`src/rtl/memctrl_pkg.sv`:
```
// memctrl_pkg: state, size and port codes shared by the memory controller slice.
package memctrl_pkg;
    localparam logic [1:0] MC_IDLE  = 2'd0;
    localparam logic [1:0] MC_READ  = 2'd1;
    localparam logic [1:0] MC_WRITE = 2'd2;
    localparam logic [1:0] MC_REST  = 2'd3;
    localparam logic [1:0] SZ_BYTE  = 2'd0;
    localparam logic [1:0] SZ_HALF  = 2'd1;
    localparam logic [1:0] SZ_WORD  = 2'd2;
    typedef enum logic {MC_PORT_IF = 1'b0, MC_PORT_D = 1'b1} port_e;
    // Size code 3 falls through to a full word.
    function automatic logic [2:0] size_len(input logic [1:0] sz);
        return sz == SZ_BYTE ? 3'd1 : sz == SZ_HALF ? 3'd2 : 3'd4;
    endfunction
endpackage

```
`src/rtl/memctrl_if.sv`:
```
// memctrl_if: fetch port, data port and byte-wide RAM bus of the memory controller.
interface memctrl_if #(parameter int ADDR_W = 32);
    logic              if_read;
    logic [ADDR_W-1:0] if_addr;
    logic              if_ok;
    logic [31:0]       if_rtn;
    logic              d_read;
    logic              d_write;
    logic [ADDR_W-1:0] d_addr;
    logic [1:0]        d_size;
    logic [31:0]       d_wdata;
    logic              d_ok;
    logic [31:0]       d_rtn;
    logic [7:0]        mem_din;
    logic [7:0]        mem_dout;
    logic [ADDR_W-1:0] mem_a;
    logic              mem_wr;
    modport master (
        output if_read, if_addr, d_read, d_write, d_addr, d_size, d_wdata, mem_din,
        input  if_ok, if_rtn, d_ok, d_rtn, mem_dout, mem_a, mem_wr
    );
    modport slave (
        input  if_read, if_addr, d_read, d_write, d_addr, d_size, d_wdata, mem_din,
        output if_ok, if_rtn, d_ok, d_rtn, mem_dout, mem_a, mem_wr
    );
endinterface

```
`src/rtl/memctrl.sv`:
```
// memctrl: arbitrates fetch and data requests and serialises them into byte
// transfers on a synchronous 8-bit RAM bus, one ok pulse per accepted request.
module memctrl
    import memctrl_pkg::*;
#(
    parameter int ADDR_W = 32
) (
    input logic       clk,
    input logic       rst,
    input logic       rdy,
    memctrl_if.slave  bus
);
    logic [1:0]        r_state;
    logic [2:0]        r_cnt;
    logic [2:0]        r_len;
    port_e             r_port;
    logic [ADDR_W-1:0] r_addr;
    logic [ADDR_W-1:0] r_mem_a;
    logic [31:0]       r_wdata;
    logic [31:0]       r_data;
    logic [31:0]       r_if_rtn;
    logic [31:0]       r_d_rtn;
    logic              r_if_ok;
    logic              r_d_ok;
    logic              r_mem_wr;
    logic [7:0]        r_mem_dout;
    logic              w_take_d;
    logic              w_req;
    logic [ADDR_W-1:0] w_req_addr;
    logic [ADDR_W-1:0] w_next_a;
    logic [31:0]       w_merged;
    // r_cnt is the index of the current edge since acceptance; byte r_cnt-2 arrives on mem_din now.
    always_comb begin
        w_take_d   = bus.d_read | bus.d_write;
        w_req      = w_take_d | bus.if_read;
        w_req_addr = w_take_d ? bus.d_addr : bus.if_addr;
        w_next_a   = r_addr + ADDR_W'(r_cnt);
        w_merged   = r_data | (32'(bus.mem_din) << {r_cnt - 3'd2, 3'b000});
    end
    always_ff @(posedge clk) begin
        if (rst) begin
            r_state    <= MC_IDLE;
            r_cnt      <= '0;
            r_len      <= '0;
            r_port     <= MC_PORT_IF;
            r_addr     <= '0;
            r_mem_a    <= '0;
            r_wdata    <= '0;
            r_data     <= '0;
            r_if_rtn   <= '0;
            r_d_rtn    <= '0;
            r_if_ok    <= 1'b0;
            r_d_ok     <= 1'b0;
            r_mem_wr   <= 1'b0;
            r_mem_dout <= '0;
        end else if (rdy) begin
            case (r_state)
                MC_IDLE: if (w_req) begin
                    r_port     <= w_take_d ? MC_PORT_D : MC_PORT_IF;
                    r_addr     <= w_req_addr;
                    r_mem_a    <= w_req_addr;
                    r_len      <= w_take_d ? size_len(bus.d_size) : 3'd4;
                    r_wdata    <= bus.d_wdata;
                    r_data     <= '0;
                    r_cnt      <= 3'd1;
                    r_mem_wr   <= bus.d_write;
                    r_mem_dout <= bus.d_wdata[7:0];
                    r_state    <= bus.d_write ? MC_WRITE : MC_READ;
                end
                MC_READ: begin
                    r_cnt <= r_cnt + 3'd1;
                    if (r_cnt < r_len)
                        r_mem_a <= w_next_a;
                    if (r_cnt == r_len + 3'd1) begin
                        if (r_port == MC_PORT_D) begin
                            r_d_rtn <= w_merged;
                            r_d_ok  <= 1'b1;
                        end else begin
                            r_if_rtn <= w_merged;
                            r_if_ok  <= 1'b1;
                        end
                        r_state <= MC_REST;
                    end else if (r_cnt >= 3'd2) begin
                        r_data <= w_merged;
                    end
                end
                MC_WRITE: if (r_cnt < r_len) begin
                    r_cnt      <= r_cnt + 3'd1;
                    r_mem_a    <= w_next_a;
                    r_mem_dout <= 8'(r_wdata >> {r_cnt, 3'b000});
                end else begin
                    r_mem_wr <= 1'b0;
                    r_d_ok   <= 1'b1;
                    r_state  <= MC_REST;
                end
                default: begin
                    r_if_ok <= 1'b0;
                    r_d_ok  <= 1'b0;
                    r_state <= MC_IDLE;
                end
            endcase
        end
    end
    assign bus.if_ok    = r_if_ok;
    assign bus.if_rtn   = r_if_rtn;
    assign bus.d_ok     = r_d_ok;
    assign bus.d_rtn    = r_d_rtn;
    assign bus.mem_a    = r_mem_a;
    assign bus.mem_wr   = r_mem_wr;
    assign bus.mem_dout = r_mem_dout;
endmodule

```
`src/flat_wrapper.sv`:
```
// flat-port wrapper written by rule: the top's interface ports become plain ports
module memctrl_flat import memctrl_pkg::*;
#(
    parameter int ADDR_W = 32
)
  (clk, rst, rdy, bus_if_read, bus_if_addr, bus_d_read, bus_d_write, bus_d_addr, bus_d_size, bus_d_wdata, bus_mem_din, bus_if_ok, bus_if_rtn, bus_d_ok, bus_d_rtn, bus_mem_dout, bus_mem_a, bus_mem_wr);
  memctrl_if #(.ADDR_W(ADDR_W)) bus_i ();
  input logic clk;
  input logic rst;
  input logic rdy;
  input wire logic [$bits(bus_i.if_read)-1:0] bus_if_read;
  input wire logic [$bits(bus_i.if_addr)-1:0] bus_if_addr;
  input wire logic [$bits(bus_i.d_read)-1:0] bus_d_read;
  input wire logic [$bits(bus_i.d_write)-1:0] bus_d_write;
  input wire logic [$bits(bus_i.d_addr)-1:0] bus_d_addr;
  input wire logic [$bits(bus_i.d_size)-1:0] bus_d_size;
  input wire logic [$bits(bus_i.d_wdata)-1:0] bus_d_wdata;
  input wire logic [$bits(bus_i.mem_din)-1:0] bus_mem_din;
  output wire logic [$bits(bus_i.if_ok)-1:0] bus_if_ok;
  output wire logic [$bits(bus_i.if_rtn)-1:0] bus_if_rtn;
  output wire logic [$bits(bus_i.d_ok)-1:0] bus_d_ok;
  output wire logic [$bits(bus_i.d_rtn)-1:0] bus_d_rtn;
  output wire logic [$bits(bus_i.mem_dout)-1:0] bus_mem_dout;
  output wire logic [$bits(bus_i.mem_a)-1:0] bus_mem_a;
  output wire logic [$bits(bus_i.mem_wr)-1:0] bus_mem_wr;
  assign bus_i.if_read = bus_if_read;
  assign bus_i.if_addr = bus_if_addr;
  assign bus_i.d_read = bus_d_read;
  assign bus_i.d_write = bus_d_write;
  assign bus_i.d_addr = bus_d_addr;
  assign bus_i.d_size = bus_d_size;
  assign bus_i.d_wdata = bus_d_wdata;
  assign bus_i.mem_din = bus_mem_din;
  assign bus_if_ok = bus_i.if_ok;
  assign bus_if_rtn = bus_i.if_rtn;
  assign bus_d_ok = bus_i.d_ok;
  assign bus_d_rtn = bus_i.d_rtn;
  assign bus_mem_dout = bus_i.mem_dout;
  assign bus_mem_a = bus_i.mem_a;
  assign bus_mem_wr = bus_i.mem_wr;
  memctrl #(.ADDR_W(ADDR_W)) u_core (.clk(clk), .rst(rst), .rdy(rdy), .bus(bus_i));
endmodule
```
`config.mk`:
```
export PLATFORM = sky130hd
export DESIGN_NAME = memctrl_flat
export DESIGN_NICKNAME = d
export VERILOG_FILES = /design/src/rtl/memctrl_pkg.sv /design/src/rtl/memctrl_if.sv /design/src/rtl/memctrl.sv /design/src/flat_wrapper.sv
export SDC_FILE = /design/constraint.sdc
export NUM_CORES = 1
export LEC_CHECK = 0
export ABC_CLOCK_PERIOD_IN_PS = 5800
export CAP_MARGIN = 5
export CORE_ASPECT_RATIO = 2
export CORE_MARGIN = 2
export CORE_UTILIZATION = 35
export CTS_CLUSTER_SIZE = 12
export DETAILED_ROUTE_END_ITERATION = 6
export DONT_BUFFER_PORTS = 1
export GPL_TIMING_DRIVEN = 0
export PLACE_DENSITY = 0.49
export SYNTH_ARGS = -nofsm -noshare
export SYNTH_HDL_FRONTEND = slang
export SYNTH_SLANG_ARGS = --single-unit
```
`constraint.sdc`:
```
create_clock -name clk -period 5.8 [get_ports clk]
set_clock_uncertainty 0.2 [all_clocks]
set_input_delay 1.45 -clock clk [delete_from_list [all_inputs] [get_ports clk]]
set_output_delay 1.45 -clock clk [all_outputs]
set_load 0.01 [all_outputs]
```
==> reports/qor.yml, run 1 <==
timing:
  fmax_mhz: 279
  hold_ws_ns: 0.254
  rsz0062_at_grt: "no"
  finalHoldViolCount: 0
  fin_crit_ns: 3.58
  setup_viol: 0
  tns_ns: 0
  final_max_slew_viol_count: 0
  tightest_slew_ns: 1.16
  fin_crit_sh: 0.617
  slew-limit-headroom: 0.217
  setup_ws_ns: 2.22
synthesis:
  synth_cell_types: 57
  synth_ff_type: "dfxtp_1"
  syn_inst: 1094
  synth-async-reset-ratio: 0
  netlist_area_um2: 9400
  synth.ff_latch_count: 212
  synth_edf_count: 0
  seq_area_frac_synth: 0.451
  synth_nets: 1221
  avgSynthCellArea_um2: 8.60
  yosysWarningCount: 0
final_layout:
  layout.nets: 1247
  area_delta_synth_final_pct: 11.7
  final_cell_area_um2: 10500
  layout-drive-gt1-share: 0.0630
  mostFrequentLayoutCell: "dfxtp_1"
  layout_common_cells: "212 x dfxtp_1, 134 x nor2_1, 130 x nand2_1, 115 x a21oi_1, 92 x a211oi_1"
  fillers: 2695
critical_path:
  end_kind: "flip-flop"
  cp_max_fo: 10
  startpoint_type: "primary input"
  crit-reg2reg-launch: "u_core.r_cnt[0]$_SDFFE_PP0P_"
  crit_start: "bus_d_write"
  cp.required_ns: 5.97
  arrival_ns: 3.75
  critPathKind: "primary input to flip-flop"
route:
  drtPass1Iterations: 5
  drc: 0
  drt-vias-per-instance: 5.48
  via_count: 8065
  drt_iter0_markers: 421
  ant_nets: 0
  wl_um: 32500
  post_drt_wl_per_cell_um: 22.1
place:
  dp_hpwl_um: 25200
  dp_slack_ns: 1.67
  port_buffers: 0
  gp_congestion: 0.867
  place_area_um2: 9860
floorplan:
  die_w_um: 120
  die_area_um2: 28300
  start_util: 0.356
  core_area_um2: 26400
  fp.dieH_um: 236
  ioPinCount: 219
  rows: 84
power:
  sw_frac_of_total: 0.331
  p_leak_nw: 3.45
  switchingPower_w: 0.00131
  p_clk_frac: 0.337
  p_total_w: 0.00396
  p_int_w: 0.00265
  pwr_density_cell_nw_per_um2: 377
  pwr-share-seq: 0.449
  p_comb_frac: 0.213
  peakVddDrop_mv: 0.242
clock_network:
  hold_buffers: 0
  cts_setup_buffers: 0
  clockBufferDepth: 3
  ctsResizeCount: 0
  path_clk_slew_ns: 0.06
  numClockSinks: 212
  cts_made_buffers: 22
  ctsHtreeMaxLevel: 1
  cts_tree: "done"
  clk-insertion-delay-late_ns: 0.51
  root_buffer: "clkbuf_16"
min_path:
  hold_path.startpoint: "u_core.r_wdata[20]$_SDFFE_PP0P_"
  worstHoldPathType: "flip-flop to flip-flop"
job:
  cap_violations: 0
global_route:
  grt_pass1_wl_um: 48600
  grt_pass1_vias: 7967
  grt_use_total: 0.224
  grt_overflow: 0
  grt_max_degree: 13
  antenna_found_initial: 1
outcome:
  status: "finished, final reports clean"
kinds of logic (layout without fill, tap and decap cells):
family / after synthesis / in the layout / share of synthesized area
AOI/OAI and AO/OA: 326 / 326 / 0.224
and+or+nand+nor: 357 / 357 / 0.169
muxes: 43 / 43 / 0.0577
buffers and inverters: 113 / 146 / 0.0488
xor gates and xnor gates: 28 / 28 / 0.0277
other: 0 / 1 / 0
adders and majority gates: 15 / 15 / 0.0208
DFF: 212 / 212 / 0.451
synth_stat cells (3+ instances only):
cell type | instances | area (um^2)
mux4_2 | 8 | 180
o22ai_1 | 9 | 56.3
buf_1 | 9 | 33.8
a211oi_1 | 92 | 691
nor3_1 | 12 | 60.1
and4_1 | 4 | 35.0
o21ai_0 | 18 | 90.1
mux2_2 | 10 | 113
ha_1 | 14 | 175
buf_2 | 10 | 50.1
nand2_1 | 130 | 488
a31oi_1 | 20 | 125
nand4_1 | 8 | 50.1
dfxtp_1 | 212 | 4240
inv_1 | 19 | 71.3
nor2_1 | 134 | 503
nand3_1 | 16 | 80.1
clkbuf_1 | 69 | 259
a311oi_1 | 8 | 70.1
a21oi_1 | 115 | 576
a211o_1 | 4 | 35.0
o211ai_1 | 3 | 22.5
xor2_1 | 8 | 70.1
and2_1 | 5 | 31.3
nor2b_1 | 10 | 62.6
buf_4 | 6 | 45.0
nor4_1 | 13 | 81.3
xnor2_1 | 19 | 166
mux2i_1 | 25 | 250
a22oi_1 | 40 | 300
or3_1 | 9 | 56.3
o31ai_1 | 4 | 30.0
worst max-delay path, cell delays in order:
cell and delay, ns:
clkbuf_1 0.18, nor2_2 0.56, clkbuf_1 0.79, mux2i_1 0.46
nand2_1 0.09, o211ai_1 0.12, a21oi_1 0.08
layer usage:
| metal | global-route usage | wire, um | vias up |
|---|---|---|---|
| met1 | 0.215 | 11100 | 3811 |
| met5 | 0 | 0 | - |
| met2 | 0.449 | 18500 | 233 |
| met4 | 0.0852 | 1110 | 0 |
| met3 | 0.0452 | 1850 | 46 |
| li1 | - | - | 3975 |
power by group through the flow:
stage | clock network [W] | logic (W) | registers, W
after global routing | 0.00143 | 0.000936 | 0.00180
final | 0.00134 | 0.000844 | 0.00178
after detailed placement | 0 | 0.000849 | 0.00181
after CTS | 0.00138 | 0.000854 | 0.00178
after floorplan | 0 | 0.000602 | 0.00176
after global placement | 0 | 0.000845 | 0.00181
path summary, 6_finish.rpt:
path,to,slack [ns],cells after the start
worst min-delay path,u_core.r_wdata[20]$_SDFFE_PP0P_,0.25,2
worst min register to register,u_core.r_wdata[20]$_SDFFE_PP0P_,0.25,2
worst max register to register,u_core.bus.d_rtn[30]$_SDFFE_PP0P_,2.29,9
worst max-delay path,u_core.bus.mem_a[5]$_SDFFE_PP0P_,2.22,7
through the flow:
stage,cells,utilization
after floorplan,1094,-
after global placement,1438,0.373
after detailed placement,1440,0.374
after CTS,1471,0.398
after global routing,1472,0.398
final,1472,0.398
state kept, by name (all words and copies together), names as in the netlist:
name / flops
u_core.bus.d_ok: 1
u_core.bus.d_rtn: 32
u_core.bus.if_ok: 1
u_core.bus.if_rtn: 32
u_core.bus.mem_a: 32
u_core.bus.mem_dout: 8
u_core.bus.mem_wr: 1
u_core.r_addr: 32
u_core.r_cnt: 3
u_core.r_data: 32
u_core.r_len: 3
u_core.r_port: 1
u_core.r_state: 2
u_core.r_wdata: 32
area by class of cell:
class,count,area (um^2),share of cell area
multi-input cells,769,4710,0.448
flip-flops and latches,212,4240,0.404
clock buffers,29,638,0.0607
well taps,344,430,0.0410
plain buffers,94,388,0.0369
inverters,19,71.3,0.00679
repair buffers,2,16.3,0.00155
clock inverters,2,10.0,0.000953
diodes,1,2.50,0.000238
No activity file was read; power rests on OpenSTA's default activity.
==> run 2, diff against run 1 <==
--- a/config.mk
+++ b/config.mk
@@ -5,7 +5,7 @@
 export SDC_FILE = /design/constraint.sdc
 export NUM_CORES = 1
 export LEC_CHECK = 0
-export ABC_CLOCK_PERIOD_IN_PS = 5800
+export ABC_CLOCK_PERIOD_IN_PS = 3000
 export CAP_MARGIN = 5
 export CORE_ASPECT_RATIO = 2
 export CORE_MARGIN = 2
@@ -14,7 +14,7 @@
 export DETAILED_ROUTE_END_ITERATION = 6
 export DONT_BUFFER_PORTS = 1
 export GPL_TIMING_DRIVEN = 0
-export PLACE_DENSITY = 0.49
+export PLACE_DENSITY = 0.51
 export SYNTH_ARGS = -nofsm -noshare
 export SYNTH_HDL_FRONTEND = slang
 export SYNTH_SLANG_ARGS = --single-unit
==> constraint.sdc (replaced) <==
create_clock -name clk -period 3 [get_ports clk]
set_clock_uncertainty 0.2 [all_clocks]
set_input_delay 0.75 -clock clk [delete_from_list [all_inputs] [get_ports clk]]
set_output_delay 0.75 -clock clk [all_outputs]
set_load 0.01 [all_outputs]
==> run 2 against run 1 <==
  * Clock-buffer cell count increased by 2
  * Register-to-register slack worse by 2.2 ns
  * Core utilization grew 0.39 points
  * Global-route usage increased by 0.28 points
  * Worst setup slack worse by 2.1 ns
  * Critical path type is now flip-flop to flip-flop
  * Flip-flop and latch count unchanged
  * Power rose by 94%
  * Largest cell class unchanged
  * First-iteration DRC count rose by 19%
  * Die area stayed put
  * Via count is 1.6% higher
==> reports/qor.yml, run 2 (synthesized netlist as in run 1, its figures left out) <==
outcome:
  status: "finished, final reports clean"
critical_path:
  cpMaxStageDelayCell: "dfxtp_1"
  crit_family: "simple AND/OR/NAND/NOR gates"
  path_buf_inv: 3  # +1
  cp_max_fo: 9  # -1
  startpoint_type: "flip-flop"
  cpPeakStageDelay_ns: 0.55  # -0.24 ns
  end_kind: "flip-flop"
  cp.required_ns: 3.24  # -2.73 ns
  critPathKind: "flip-flop to flip-flop"
  worstPathCellList: "clkbuf_1 -> inv_1 -> ha_1 -> nor3b_4 -> inv_1 -> nor3_4 -> a22oi_1 -> nor2_1"
  arrival_ns: 3.14  # -0.61 ns
  cpMostUsedCell: "inv_1"
power:
  pwr-share-seq: 0.449  # about the same
  peakVddDrop_mv: 0.453  # +88%
  p_clk_frac: 0.333  # -0.004
  p_int_w: 0.00511  # +93%
  switchingPower_w: 0.00257  # +96%
  pwr_density_cell_nw_per_um2: 724  # +92%
  sw_frac_of_total: 0.334  # +0.00291
  p_total_w: 0.00768  # +94%
  p_leak_nw: 3.50  # +1.7%
  p_comb_frac: 0.218  # +0.005
final_layout:
  num_antenna_cells: 0  # -1
  mostFrequentLayoutCell: "dfxtp_1"
  layout_common_cells: "211 x dfxtp_1, 133 x nor2_1, 130 x nand2_1, 115 x a21oi_1, 92 x a211oi_1"
  layout.nets: 1248  # +0.080%
  layout-drive-gt1-share: 0.0761  # +0.0131
  area_delta_synth_final_pct: 12.8
  final_cell_area_um2: 10600  # +0.98%
  fin_util: 0.402  # +0.00389
timing:
  tightest_slew_ns: 1.07  # -0.0885 ns
  tns_ns: 0  # unchanged
  fin_crit_ns: 2.90
  setup_viol: 0  # unchanged
  fmax_mhz: 345
  fin_crit_sh: 0.965
  final_max_slew_viol_count: 0  # unchanged
  slew-limit-headroom: 0.277  # +0.0599
  rsz0062_at_grt: "yes"
  setup_ws_ns: 0.105  # -2.12 ns
  finalHoldViolCount: 0  # unchanged
global_route:
  grt_overflow: 0  # unchanged
  grt_use_total: 0.226  # +0.00278
  grt_max_degree: 13  # unchanged
  grt_pass1_vias: 8273  # +3.8%
  antenna_found_initial: 0  # -1
  grt_pass1_wl_um: 49400  # +1.6%
floorplan:
  fp.dieH_um: 236  # unchanged
  die_area_um2: 28300  # unchanged
  die_w_um: 120  # unchanged
  core_area_um2: 26400  # unchanged
  rows: 84  # unchanged
  ioPinCount: 219  # unchanged
  start_util: 0.356  # unchanged
clock_network:
  cts_made_buffers: 22  # unchanged
  numClockSinks: 212  # unchanged
  clk-insertion-delay-late_ns: 0.51  # about the same
  path_clk_slew_ns: 0.06  # about the same
  clockBufferDepth: 3  # unchanged
  hold_buffers: 0  # unchanged
  ctsHtreeMaxLevel: 1  # unchanged
  root_buffer: "clkbuf_16"
  cts_tree: "done"
route:
  wl_um: 32700  # +0.52%
  met1Wirelength_um: 11000  # -0.18%
  ant_nets: 0  # unchanged
  drt_iter0_markers: 501  # +19%
  top_layer: "met4"
  routed-wl-met3_um: 1840  # -0.81%
  wl_met2_um: 18400  # -0.16%
  drtPass1Iterations: 5  # unchanged
  post_drt_wl_per_cell_um: 22.2  # +0.39%
  via_count: 8196  # +1.6%
  drc: 0  # unchanged
  drt-vias-per-instance: 5.56  # +1.5%
job:
  cap_violations: 0  # unchanged
place:
  gp_congestion: 0.907  # +4.6%
  dp_hpwl_um: 25200  # about the same
  dp_slack_ns: -0.576  # -2.25 ns
  place_area_um2: 9850  # about the same
  port_buffers: 0  # unchanged
min_path:
  worstHoldPathType: "primary input to flip-flop"
-- run 2: repair_timing --
item	CTS	global route
pin swaps	2	0
setup endpoints to repair	122	110
gates resized for setup	11	18
setup buffers	3	0
-- run 2: path summary, 6_finish.rpt --
path | to | slack, ns | depth (start not counted) | from
max | u_core.r_data[21]$_SDFFE_PP0P_ | 0.10 | 8 | u_core.r_cnt[1]$_SDFFE_PP0P_
min | u_core.r_wdata[7]$_SDFFE_PP0P_ | 0.17 | 2 | bus_d_wdata[7]
max reg2reg | u_core.r_data[21]$_SDFFE_PP0P_ | 0.10 | 8 | u_core.r_cnt[1]$_SDFFE_PP0P_
min reg2reg | u_core.r_wdata[21]$_SDFFE_PP0P_ | 0.26 | 2 | u_core.r_wdata[21]$_SDFFE_PP0P_
-- run 2: power by group through the flow --
stage / logic, W / registers [W] / clock network, W
floorplan: 0.00116 / 0.00341 / 0
global placement: 0.00163 / 0.00350 / 0
detailed placement: 0.00164 / 0.00351 / 0
CTS: 0.00166 / 0.00345 / 0.00262
global route: 0.00185 / 0.00349 / 0.00274
finish: 0.00167 / 0.00345 / 0.00256
-- run 2: area by class of cell --
cell class                      instances  area, um^2
Sequential cell                       212        4250
Clock buffer                           31         626
Multi-Input combinational cell        769        4740
Tap cell                              344         430
Buffer                                 93         423
Clock inverter                          2        10.0
Timing Repair Buffer                    4        57.6
Fill cell                            2723       15800
Inverter                               19        71.3
-- run 2: layer usage --
layer  GRT usage  vias to the layer above
met1       0.215                     3881
li1            -                     3979
met4      0.0945                        0
met5           0                        -
met2       0.455                      270
met3      0.0433                       66
-- run 2: per-stage QoR --
| step | hold WS, ns | instances |
|---|---|---|
| final | 0.174 | 1474 |
| after global routing | 0.154 | 1474 |
| after CTS | 0.147 | 1475 |
| after detailed placement | 0.247 | 1439 |
| after global placement | 0.241 | 1438 |
| after floorplan | 0.233 | 1094 |
